`config.mk`:
```
export PLATFORM = sky130hd
export DESIGN_NAME = rf_wb_arbiter
export DESIGN_NICKNAME = d
export VERILOG_FILES = /design/src/rtl/rf_wb_arbiter_pkg.sv /design/src/rtl/rr_select.sv /design/src/rtl/rf_wb_arbiter.sv
export SDC_FILE = /design/constraint.sdc
export NUM_CORES = 1
export LEC_CHECK = 0
export ABC_AREA = 1
export CAP_MARGIN = 20
export CELL_PAD_IN_SITES_DETAIL_PLACEMENT = 1
export CELL_PAD_IN_SITES_GLOBAL_PLACEMENT = 1
export CORE_MARGIN = 3
export CORE_UTILIZATION = 29
export CTS_BUF_LIST = sky130_fd_sc_hd__clkbuf_2
export DETAILED_ROUTE_END_ITERATION = 10
export PLACE_DENSITY_LB_ADDON = 0.1
export SYNTH_ARGS = -nofsm -noshare
export SYNTH_HDL_FRONTEND = slang
export SYNTH_HIERARCHICAL = 1
export SYNTH_SLANG_ARGS = --single-unit
export TNS_END_PERCENT = 100
```
`constraint.sdc`:
```
create_clock -name clk -period 2.8 [get_ports clk]
set_input_delay 0.42 -clock clk [delete_from_list [all_inputs] [get_ports clk]]
set_output_delay 0.42 -clock clk [all_outputs]
set_load 0.02 [all_outputs]
```
`src/rtl/rf_wb_arbiter_pkg.sv`:
```
// Shared types and constants for the register-file writeback arbiter.
// Holds the FSM state encoding, register-file geometry and the stall-counter helper.
package rf_wb_arbiter_pkg;

  localparam int RF_ADDR_W = 5;
  localparam int RF_DATA_W = 32;
  localparam int RF_NREGS  = 32;
  localparam int STALL_W   = 16;

  typedef enum logic {
    INIT = 1'b0,
    RUN  = 1'b1
  } state_e;

  function automatic logic [STALL_W-1:0] sat_inc(input logic [STALL_W-1:0] v);
    return (v == {STALL_W{1'b1}}) ? v : v + 1'b1;
  endfunction

endpackage

```
`src/rtl/rr_select.sv`:
```
// Round-robin selector: one-hot grant to the first valid requester at or after ptr,
// scanning upward with wrap; all-zero when nothing is valid.
module rr_select
  import rf_wb_arbiter_pkg::*;
#(
  parameter int NREQ  = 3,
  parameter int PTR_W = 2
) (
  input  logic [NREQ-1:0]  valid,
  input  logic [PTR_W-1:0] ptr,
  output logic [NREQ-1:0]  gnt
);

  int   base;
  logic found;

  // Offset i is the scan distance from ptr; the first offset hitting a valid bit wins.
  always_comb begin
    gnt   = '0;
    found = 1'b0;
    base  = int'(ptr);
    for (int i = 0; i < NREQ; i++) begin
      for (int j = 0; j < NREQ; j++) begin
        if (!found && valid[j] && (j == (base + i) % NREQ)) begin
          gnt[j] = 1'b1;
          found  = 1'b1;
        end
      end
    end
  end

endmodule

```
`src/rtl/rf_wb_arbiter.sv`:
```
// Register-file writeback arbiter: zero-fills x1..x31 after reset, then grants one
// requester per cycle round-robin and presents the chosen write on registered RF ports.
module rf_wb_arbiter
  import rf_wb_arbiter_pkg::*;
#(
  parameter int NREQ       = 3,
  parameter int INIT_CLEAR = 1
) (
  input  logic                      clk,
  input  logic                      rst_n,
  input  logic [NREQ-1:0]           req_valid,
  input  logic [RF_ADDR_W*NREQ-1:0] req_rd,
  input  logic [RF_DATA_W*NREQ-1:0] req_data,
  output logic [NREQ-1:0]           req_ready,
  output logic [RF_ADDR_W-1:0]      RFrd,
  output logic [RF_DATA_W-1:0]      RFwr,
  output logic                      RFwenable,
  output logic                      init_done,
  output logic [STALL_W-1:0]        stall_cnt
);

  localparam int PTR_W = (NREQ > 1) ? $clog2(NREQ) : 1;

  // Handshake: requester i transfers in any cycle where req_valid[i] & req_ready[i].
  state_e                 state_q, state_d;
  logic [RF_ADDR_W-1:0]   cnt_q, cnt_d;
  logic [PTR_W-1:0]       rr_ptr_q, rr_ptr_d;
  logic [RF_ADDR_W-1:0]   rfrd_q, rfrd_d;
  logic [RF_DATA_W-1:0]   rfwr_q, rfwr_d;
  logic                   rfwen_q, rfwen_d;
  logic                   init_done_q, init_done_d;
  logic [STALL_W-1:0]     stall_q, stall_d;

  logic [NREQ-1:0]        gnt;
  logic [NREQ-1:0]        hs;
  logic [RF_ADDR_W-1:0]   sel_rd;
  logic [RF_DATA_W-1:0]   sel_data;
  logic [PTR_W-1:0]       sel_ptr;

  rr_select #(
    .NREQ  (NREQ),
    .PTR_W (PTR_W)
  ) u_rr_select (
    .valid (req_valid),
    .ptr   (rr_ptr_q),
    .gnt   (gnt)
  );

  // Grants are suppressed during the fill and while reset is held.
  assign req_ready = (rst_n && state_q == RUN) ? gnt : '0;
  assign hs        = req_valid & req_ready;

  always_comb begin
    sel_rd   = '0;
    sel_data = '0;
    sel_ptr  = '0;
    for (int i = 0; i < NREQ; i++) begin
      if (hs[i]) begin
        sel_rd   = req_rd[RF_ADDR_W*i +: RF_ADDR_W];
        sel_data = req_data[RF_DATA_W*i +: RF_DATA_W];
        sel_ptr  = PTR_W'((i + 1) % NREQ);
      end
    end
  end

  always_comb begin
    state_d     = state_q;
    cnt_d       = cnt_q;
    rr_ptr_d    = rr_ptr_q;
    rfrd_d      = rfrd_q;
    rfwr_d      = rfwr_q;
    rfwen_d     = 1'b0;
    init_done_d = init_done_q;
    stall_d     = (|(req_valid & ~req_ready)) ? sat_inc(stall_q) : stall_q;
    case (state_q)
      INIT: begin
        rfrd_d  = cnt_q;
        rfwr_d  = '0;
        rfwen_d = 1'b1;
        cnt_d   = cnt_q + 5'd1;
        if (cnt_q == 5'(RF_NREGS - 1)) begin
          state_d     = RUN;
          init_done_d = 1'b1;
        end
      end
      RUN: begin
        if (|hs) begin
          rfrd_d   = sel_rd;
          rfwr_d   = sel_data;
          rfwen_d  = (sel_rd != '0);
          rr_ptr_d = sel_ptr;
        end
      end
      default: state_d = RUN;
    endcase
  end

  always_ff @(posedge clk or negedge rst_n) begin
    if (!rst_n) begin
      state_q     <= (INIT_CLEAR != 0) ? INIT : RUN;
      cnt_q       <= 5'd1;
      rr_ptr_q    <= '0;
      rfrd_q      <= '0;
      rfwr_q      <= '0;
      rfwen_q     <= 1'b0;
      init_done_q <= (INIT_CLEAR != 0) ? 1'b0 : 1'b1;
      stall_q     <= '0;
    end else begin
      state_q     <= state_d;
      cnt_q       <= cnt_d;
      rr_ptr_q    <= rr_ptr_d;
      rfrd_q      <= rfrd_d;
      rfwr_q      <= rfwr_d;
      rfwen_q     <= rfwen_d;
      init_done_q <= init_done_d;
      stall_q     <= stall_d;
    end
  end

  assign RFrd      = rfrd_q;
  assign RFwr      = rfwr_q;
  assign RFwenable = rfwen_q;
  assign init_done = init_done_q;
  assign stall_cnt = stall_q;

endmodule
```
==> summary.md, run 1 <==
| Metric | Value |
|---|---|
| Outcome | `completed` |
| Synth Area per Inst | `7.394 sq um` |
| Die width | `about 120 um` |
| Post-Syn Nets | `between 600 and 700` |
| Reg2reg setup slack | `roughly 0.18 ns` |
| Ys async rst share | `100.0%` |
| Via count | `about 4.1k` |
| CP max-delay cell | `dfrtp_2` |
| Max-slew headroom | `between 40% and 50%` |
| Max-slew violation count | `0` |
| CTS clk-pin slew, worst paths | `approximately 0.19 ns` |
| Worst path arrival time | `about 2.3 ns` |
| RSZ-0062 raised after global routing | `yes` |
| # H-tree levels | `3` |
| Grt total ovfl | `0` |
| Register area share after synthesis | `43.72%` |
| Post-detailed-route wirelength per cell | `about 17 um` |
| CTS Buf Count | `9` |
| Max VDD drop | `about 320 uV` |
| IO Count | `approximately 170` |
| CP top delay family | `simple AND/OR/NAND/NOR gates` |
| Clk root buf | `clkbuf_2` |
| Length in cells of the worst reg-to-reg path | `17` |
| Final setup vio count | `0` |
| Post-DP HPWL | `10.50 mm` |
| CORE AREA | `around 12000 sq um` |
| Number of synthesized flops with an enable pin | `0` |
| Clk sinks | `63` |
| Die area | `around 14000 sq um` |
| Global Route Usage Sum | `between 20% and 30%` |
| CTS tree | `yes` |
| Pre-CTS setup slack | `-0.1824 ns` |
| Register bit total from synthesis | `63` |
| DRC violations left | `0` |
| Final WL | `roughly 14 mm` |
| GP Congestion | `roughly 0.86` |
| Crit Path Class | `flop to output pin` |
| RR Endpoint | `RFwr[26]` |
| Clk Latency, worst-skew pair | `around 0.54 ns` |
| R2R Path Start | `rr_ptr_q[0]` |
| Worst Hold Class | `input pin to asynchronous set/reset pin` |
| Share of layout cells above drive strength 1 | `11.94%` |
| Post-synthesis cell type count | `29` |
| Worst-margin pin slew | `0.8375 ns` |
| Number of vias per cell | `approximately 4.8` |
| Tmin final | `around 2.7 ns` |
| Fmax | `around 370 MHz` |
| Setup Skew | `about 0.032 ns` |
| Row cnt | `40` |
| Post-route clock period utilization | `between 90 and 100%` |
| Synthesized area | `~3600 sq um` |
| Most frequent CP cell | `inv_2` |
| Crit-path cells | `inv_2, ha_4, nand2_4, nand2_4, a21oi_4, nand2_2, inv_2, nand4_1, nand2_1, inv_2, nor2_4, buf_6` |
| Post-Layout Inst Area | `roughly 6000 sq um` |
| Bufs and invs on worst path | `4` |
| Post-synthesis instance total | `between 400 and 500` |
| Filler Cell Count | `~1.5k` |
| Worst setup SP type | `flop` |
| Crit path capture type | `output pin` |
| Die height | `about 120 um` |
| Hold Vio Cnt, Final | `0` |
| Initial Util | `between 20% and 30%` |
| Data required, critical path | `roughly 2.4 ns` |
| Syn. warnings | `6` |
| DRT Pass-1 Iters | `4` |
| NumNets Final | `804` |
| Vias in the first global route | `4454` |
| Most common cell after layout, fill and taps aside | `nand2_1` |
| Pin count of the biggest net entering global routing | `63` |
| Leakage | `2.602 nW` |
| Power density over cell area | `around 800 nW/um^2` |
| Critical Path Fanout Max | `3` |
| Dpl cell area | `roughly 5600 sq um` |
| Most frequent cells in the layout | `nand2_1 (194), clkdlybuf4s50_1 (169), dfrtp_1 (61)` |
| Area Overhead vs Synth | `62.86%` |
| Final ANT Viol Nets | `0` |
| Top_reg_cell synth | `dfrtp_1` |
| Setup TNS | `0 ns` |
| Largest stage delay on the critical path | `0.48 ns` |
| DRT iter0 DRCs | `about 160` |
| Clk buf depth | `2` |
| Max-cap violations | `0` |
| First-pass GRT wire length | `22.87 mm` |
| Worst setup margin | `around 0.11 ns` |
| Initial antenna violation count | `2` |
| I/O Buffers | `roughly 170` |
-- metrics by stage --
stage          hold slack (ns)  std cells  utilization, %  total power [W]
5_1_grt                 0.2269        857           48.52         0.005086
4_1_cts                 0.2173        850           47.39         0.004591
2_1_floorplan           0.1244        488               -         0.002798
3_3_place_gp            0.2574        832           46.49         0.003982
3_5_place_dp            0.2576        832           46.49         0.004062
6_report                0.2865        857           48.52         0.004722
-- Yosys cell counts (all sizes together) (5+ instances only) --
library cell  count  share of area (%)
nand2           201                 21
dfrtp            62                 43
nand3            57                8.2
nand4            38                6.6
inv              31                3.2
nor2             27                3.6
buf              21                3.5
o21ai            11                1.5
xnor2             9                2.2
a21oi             7               0.97
xor2              6                1.5
ha                5                1.7
nor3              5               0.69
-- sequential cells by signal, indices dropped and copies added (netlist names) --
register / flops
state_q: 1
RFwenable: 1
init_done: 1
RFwr: 32
stall_cnt: 16
rr_ptr_q: 2
RFrd: 5
cnt_q: 5
-- layout make-up --
type	count	area (sq um)	area share, %
tap	168	210.2	3.577
clock buffer	13	65.06	1.107
inverter	31	116.4	1.980
clock inverter	2	8.758	0.1490
sequential	63	1579	26.87
timing repair buffer	205	2027	34.49
antenna	2	5.005	0.08516
multi-input combinational	373	1866	31.74
-- timing repair --
| action | 4_1_cts | 5_1_grt |
|---|---|---|
| setup endpoints to repair | 24 | 41 |
| gates resized for setup | 17 | 21 |
| pin swaps | 2 | 8 |
| gates cloned | 0 | 1 |
| hold buffers | 1 | 0 |
| hold endpoints to repair | 1 | 0 |
| buffers inserted | 2 | 4 |
-- per-layer routing --
metal	global-route usage (%)	part of all wire, %	wire, um	vias to the layer above
met2	36.27	51	7445	126
met1	24.23	41	5898	2014
met4	8.352	2.2	325	0
li1	-	-	-	1987
met3	4.998	5.7	825	18
met5	0	0	0	-
-- kinds of logic after synthesis --
group                    share of synthesized area (%)
XOR/XNOR                                         3.641
adder cells (fa/ha/maj)                          1.734
buffers and inverters                            6.831
AO/OA/AOI/OAI                                    3.121
flip-flops                                       43.72
AND/OR/NAND/NOR                                  40.95
-- power by group --
| group | internal (W) | total (W) | switching, W |
|---|---|---|---|
| clock network | 0.000123 | 0.000466 | 0.000343 |
| logic | 0.00128 | 0.00276 | 0.00148 |
| registers | 0.00125 | 0.00150 | 0.000249 |
| total | 0.00265 | 0.00472 | 0.00207 |
-- worst max-delay path by stage --
stage                     slack, ns            to  cells past startpoint    startpoint
final                          0.11  req_ready[1]                     12   rr_ptr_q[0]
after global routing          -0.06  req_ready[1]                     12   rr_ptr_q[0]
after CTS                     0.001      RFwr[26]                     17   rr_ptr_q[0]
after detailed placement      -0.18      RFwr[10]                     16  req_valid[2]
after global placement        0.001      RFwr[10]                     16  req_valid[2]
after floorplan                0.48      RFwr[10]                     17   rr_ptr_q[0]
Note: power is estimated with default switching activity, not from simulation.
==> inputs of run 2 (changes only) <==
--- a/config.mk
+++ b/config.mk
@@ -9,9 +9,10 @@
 export CAP_MARGIN = 20
 export CELL_PAD_IN_SITES_DETAIL_PLACEMENT = 1
 export CELL_PAD_IN_SITES_GLOBAL_PLACEMENT = 1
-export CORE_MARGIN = 3
+export CORE_MARGIN = 2
 export CORE_UTILIZATION = 29
 export CTS_BUF_LIST = sky130_fd_sc_hd__clkbuf_2
+export CTS_CLUSTER_SIZE = 16
 export DETAILED_ROUTE_END_ITERATION = 10
 export PLACE_DENSITY_LB_ADDON = 0.1
 export SYNTH_ARGS = -nofsm -noshare
==> run 2 against run 1 <==
Against the previous run: sequential share of layout area increased by 0.22 points; clock-buffer cell count fell by 2; largest power group unchanged; highest routed layer unchanged; critical path type unchanged; die area shrank 3.4%.
==> summary.md, run 2 (synthesis gave the netlist of run 1 again) <==
| Metric | Value |
|---|---|
| Outcome | `completed` |
| Crit Path Class | `flop to output pin` |
| Pin count of the biggest net entering global routing | `41` |
| Via count | `4092` |
| I/O Buffers | `around 170` |
| Initial antenna violation count | `0` |
| Leakage | `2.578 nW` |
| Worst-margin pin slew | `between 0.5 and 0.6 ns` |
| Power density over cell area | `between 800 and 900 nW/um^2` |
| Post-route clock period utilization | `95.71%` |
| Area Overhead vs Synth | `61.51%` |
| Grt total ovfl | `0` |
| Post-detailed-route wirelength per cell | `17.01 um` |
| Worst setup margin | `between 0.1 and 0.15 ns` |
| CORE AREA | `about 12000 sq um` |
| Bufs and invs on worst path | `4` |
| Length in cells of the worst reg-to-reg path | `16` |
| Row cnt | `40` |
| Critical Path Fanout Max | `3` |
| IO Count | `about 170` |
| Final ANT Viol Nets | `0` |
| Initial Util | `between 20% and 30%` |
| Crit path from | `rr_ptr_q[0]` |
| Setup Skew | `approximately 0.017 ns` |
| CTS Buf Count | `9` |
| CTS tree | `yes` |
| Pre-CTS setup slack | `-0.2361 ns` |
| Post-DP HPWL | `10.64 mm` |
| # H-tree levels | `3` |
| Most frequent cells in the layout | `nand2_1 (195), clkdlybuf4s50_1 (169), dfrtp_1 (61)` |
| Crit-path cells | `inv_2, ha_4, nand2_4, nand2_4, a21oi_4, nand2_1, o21ai_1, inv_1, nand2_2, inv_1, nor2_4, buf_6` |
| Vias in the first global route | `about 4.4k` |
| Filler Cell Count | `1498` |
| Most common cell after layout, fill and taps aside | `nand2_1` |
| Max-cap violations | `0` |
| Die area | `approximately 13000 sq um` |
| CP max-delay cell | `dfrtp_2` |
| Worst path arrival time | `approximately 2.3 ns` |
| Antenna cells | `0` |
| DRC violations left | `0` |
| Clk Latency, worst-skew pair | `between 0.4 and 0.5 ns` |
| Worst setup SP type | `flop` |
| DRT Pass-1 Iters | `4` |
| DRT iter0 DRCs | `roughly 180` |
| Clk root buf | `clkbuf_2` |
| Share of layout cells above drive strength 1 | `around 11%` |
| NumNets Final | `796` |
| Final hold slack | `around 0.35 ns` |
| First-pass GRT wire length | `about 23 mm` |
| Number of vias per cell | `4.825` |
| CTS clk-pin slew, worst paths | `between 0.15 and 0.2 ns` |
| Tmin final | `2.680 ns` |
| Worst Hold Class | `input pin to asynchronous set/reset pin` |
| Largest stage delay on the critical path | `between 0.4 and 0.5 ns` |
| Clk sinks | `63` |
| Final WL | `14.43 mm` |
| Hold Vio Cnt, Final | `0` |
| CP top delay family | `flip-flops` |
| Crit path capture type | `output pin` |
| Max-slew headroom | `64.53%` |
| Max-slew violation count | `0` |
| Clk buf depth | `2` |
| Die width | `around 120 um` |
| Global Route Usage Sum | `between 20 and 25%` |
| Max FFs per register | `32` |
| GP Congestion | `0.8088` |
| Max VDD drop | `roughly 300 uV` |
| CP Depth | `12` |
| R2R Path Start | `rr_ptr_q[0]` |
| Die height | `~120 um` |
| Data required, critical path | `about 2.4 ns` |
| Fmax | `approximately 370 MHz` |
| Reg2reg setup slack | `0.20 ns` |
| Final setup vio count | `0` |
[run 2: cell types whose count changed in the layout (fill, tap and decap cells not counted), sizes merged]
cell,before,now
buf,35,27
bufinv,0,1
clkbuf,13,11
clkinv,2,4
diode,2,0
[run 2: final cells by class]
class                      instances  area (sq um)  area share [%]
clock buffer                      11         55.05          0.9446
clock inverter                     5         48.80          0.8373
inverter                          31         116.4           1.997
multi-input combinational        373          1866           32.01
sequential                        63          1579           27.09
tap                              168         210.2           3.607
timing repair buffer             197          1953           33.51
[run 2: timing repair]
item,in CTS,in global routing
buffers inserted,2,4
endpoints found under the setup margin,40,41
resized for setup,17,14
hold buffers,1,0
pin swaps,1,7
hold endpoints to repair,9,0
cloned,1,0
[run 2: worst paths after layout]
check,end
worst max-delay path,req_ready[1]
worst min-delay path,RFwr[27]
worst max register to register,RFwr[3]
worst min register to register,init_done
max in group asynchronous,cnt_q[0]
min in group clk,init_done
[run 2: per-layer routing]
layer | GRT usage [%] | up-vias | routed length [um]
li1 | - | 1966 | -
met4 | 7.068 | 0 | 218
met3 | 4.184 | 17 | 724
met2 | 39.49 | 106 | 7317
met5 | 0 | - | 0
met1 | 27.80 | 2003 | 6168
[run 2: power by group]
| part | switching, W | internal [W] | total [W] |
|---|---|---|---|
| clock | 0.000346 | 0.000207 | 0.000553 |
| sequential | 0.000264 | 0.00125 | 0.00151 |
| combinational | 0.00149 | 0.00124 | 0.00273 |
[run 2: metrics by stage]
step | power (W) | TNS [ns] | instances | area, sq um | utilization [%]
floorplan | 0.002798 | 0 | 488 | 3608 | -
global placement | 0.003984 | -2.789 | 824 | 5575 | 46.22
detailed placement | 0.004059 | -7.769 | 824 | 5575 | 46.22
CTS | 0.004700 | 0 | 844 | 5722 | 47.44
global route | 0.005144 | -0.02928 | 848 | 5828 | 48.32
finish | 0.004792 | 0 | 848 | 5828 | 48.32
==> inputs of run 3 (changes only) <==
--- a/config.mk
+++ b/config.mk
@@ -14,7 +14,7 @@
 export CTS_BUF_LIST = sky130_fd_sc_hd__clkbuf_2
 export CTS_CLUSTER_SIZE = 16
 export DETAILED_ROUTE_END_ITERATION = 10
-export PLACE_DENSITY_LB_ADDON = 0.1
+export PLACE_DENSITY = 0.84
 export SYNTH_ARGS = -nofsm -noshare
 export SYNTH_HDL_FRONTEND = slang
 export SYNTH_HIERARCHICAL = 1
==> run 3 against run 2 <==
Against the previous run: register-to-register slack hardly changed; sequential share of layout area fell by 0.24 points; clock-buffer cell count is 1 lower; die area unchanged; critical endpoint is now req_ready[0].
==> summary.md, run 3 (synthesis gave the netlist of run 1 again) <==
| Metric | Value |
|---|---|
| Outcome | `completed` |
| Pre-CTS setup slack | `-0.1945 ns` |
| Die height | `between 100 and 150 um` |
| Worst setup SP type | `flop` |
| Worst Hold Class | `input pin to asynchronous set/reset pin` |
| Clk buf depth | `2` |
| Tmin final | `2.672 ns` |
| Data required, critical path | `2.38 ns` |
| IO Count | `174` |
| Share of layout cells above drive strength 1 | `between 10% and 20%` |
| Final hold slack | `approximately 0.36 ns` |
| Power density over cell area | `just over 800 nW/um^2` |
| Post-Layout Inst Area | `roughly 5900 sq um` |
| RSZ-0062 raised after global routing | `yes` |
| Worst-margin pin slew | `between 0.7 and 0.8 ns` |
| Dpl cell area | `5628 sq um` |
| Clk root buf | `clkbuf_2` |
| Hold Vio Cnt, Final | `0` |
| Reg2reg setup slack | `0.19 ns` |
| Crit path capture type | `output pin` |
| Post-detailed-route wirelength per cell | `between 15 and 20 um` |
| Max-cap violations | `0` |
| I/O Buffers | `173` |
| Final setup vio count | `0` |
| Initial Util | `around 30%` |
| DRT Pass-1 Iters | `5` |
| Area Overhead vs Synth | `63.11%` |
| NumNets Final | `roughly 800` |
| First-pass GRT wire length | `approximately 22 mm` |
| Post-route clock period utilization | `95.42%` |
| Final WL | `approximately 14 mm` |
| Length in cells of the worst reg-to-reg path | `17` |
| Die width | `approximately 120 um` |
| Max VDD drop | `around 280 uV` |
| Pin count of the biggest net entering global routing | `56` |
| # H-tree levels | `3` |
| Row cnt | `40` |
| Fmax | `374.3 MHz` |
| Final core occ | `around half` |
| DRC violations left | `0` |
| R2R Path Start | `rr_ptr_q[0]` |
| Most common cell after layout, fill and taps aside | `nand2_1` |
| Max-slew headroom | `50.60%` |
| CTS clk-pin slew, worst paths | `0.18 ns` |
| DRT iter0 DRCs | `~150` |
| CTS tree | `yes` |
| Clk Latency, worst-skew pair | `~0.5 ns` |
| Critical Path Fanout Max | `5` |
| GP Congestion | `a little over 0.9` |
| Worst setup margin | `approximately 0.13 ns` |
| Post-DP HPWL | `about 11 mm` |
| Clk sinks | `between 60 and 70` |
| Die area | `between 10000 and 15000 sq um` |
| CORE AREA | `12060 sq um` |
| Initial antenna violation count | `0` |
| Antenna cells | `0` |
| Max-slew violation count | `0` |
| Final ANT Viol Nets | `0` |
| CTS Buf Count | `9` |
| Global Route Usage Sum | `around a fifth` |
| Filler Cell Count | `around 1.5k` |
| RR Endpoint | `RFwr[27]` |
| Setup TNS | `0 ns` |
| Vias in the first global route | `around 4.4k` |
| Leakage | `~2.6 nW` |
| Number of vias per cell | `4.873` |
| Worst path arrival time | `2.25 ns` |
| Most frequent cells in the layout | `nand2_1 (194), clkdlybuf4s50_1 (169), dfrtp_1 (60)` |
| Grt total ovfl | `0` |
| Via count | `about 4.2k` |
| Setup Skew | `0.01880 ns` |
| Crit Path Class | `flop to output pin` |
| Max FFs per register | `32` |
## run 3: area by class of cell
type,instances,area (sq um),share of cell area (%)
timing repair buffer,204,2009,34.14
multi-input combinational,373,1882,31.97
sequential,63,1580,26.85
tap,168,210.2,3.571
inverter,31,116.4,1.977
clock buffer,10,50.05,0.8503
clock inverter,6,37.54,0.6378
## run 3: report_power, final
part | internal, W | switching [W]
registers | 0.00125 | 0.000257
logic | 0.00127 | 0.00151
clock network | 0.000115 | 0.000355
## run 3: how the worst max path moves through the flow
stage,endpoint,slack (ns),depth (start not counted),startpoint
final,req_ready[0],0.13,10,rr_ptr_q[0]
after global placement,RFwr[1],-0.05,12,req_valid[1]
after CTS,req_ready[0],0.0005,10,rr_ptr_q[0]
after global routing,req_ready[0],-0.06,10,rr_ptr_q[0]
after floorplan,RFwr[10],0.48,17,rr_ptr_q[0]
after detailed placement,RFrd[0],-0.19,15,req_valid[0]
## run 3: metal layers
layer	track usage [%]	share of wire [%]	up-vias
met3	6.276	6.5	27
met1	24.33	40	2006
li1	-	-	1978
met2	37.82	51	155
met5	0	0	-
met4	6.586	2.1	0
## run 3: repair_timing
action                                  in CTS  in global routing
setup buffers                                1                  6
endpoints found under the setup margin       4                 41
pin swaps                                    0                  9
endpoints found under the hold margin        7                  0
gates resized for setup                     14                 23
gates cloned                                 0                  1
hold buffers                                 1                  0
## run 3: through the flow
step | cells | total power, W
floorplan | 488 | 0.002798
global placement | 830 | 0.004003
detailed placement | 830 | 0.004101
CTS | 848 | 0.004624
global route | 855 | 0.005119
finish | 855 | 0.004760
## run 3: critical path, cell delays in order, from the launching register on
cell,delay [ns]
dfrtp_2,0.46
buf_4,0.15
ha_4,0.18
nand2_4,0.06
nand2_4,0.06
a21oi_4,0.16
nand3_4,0.09
o21bai_1,0.21
nand3_1,0.15
inv_1,0.08
buf_2,0.16
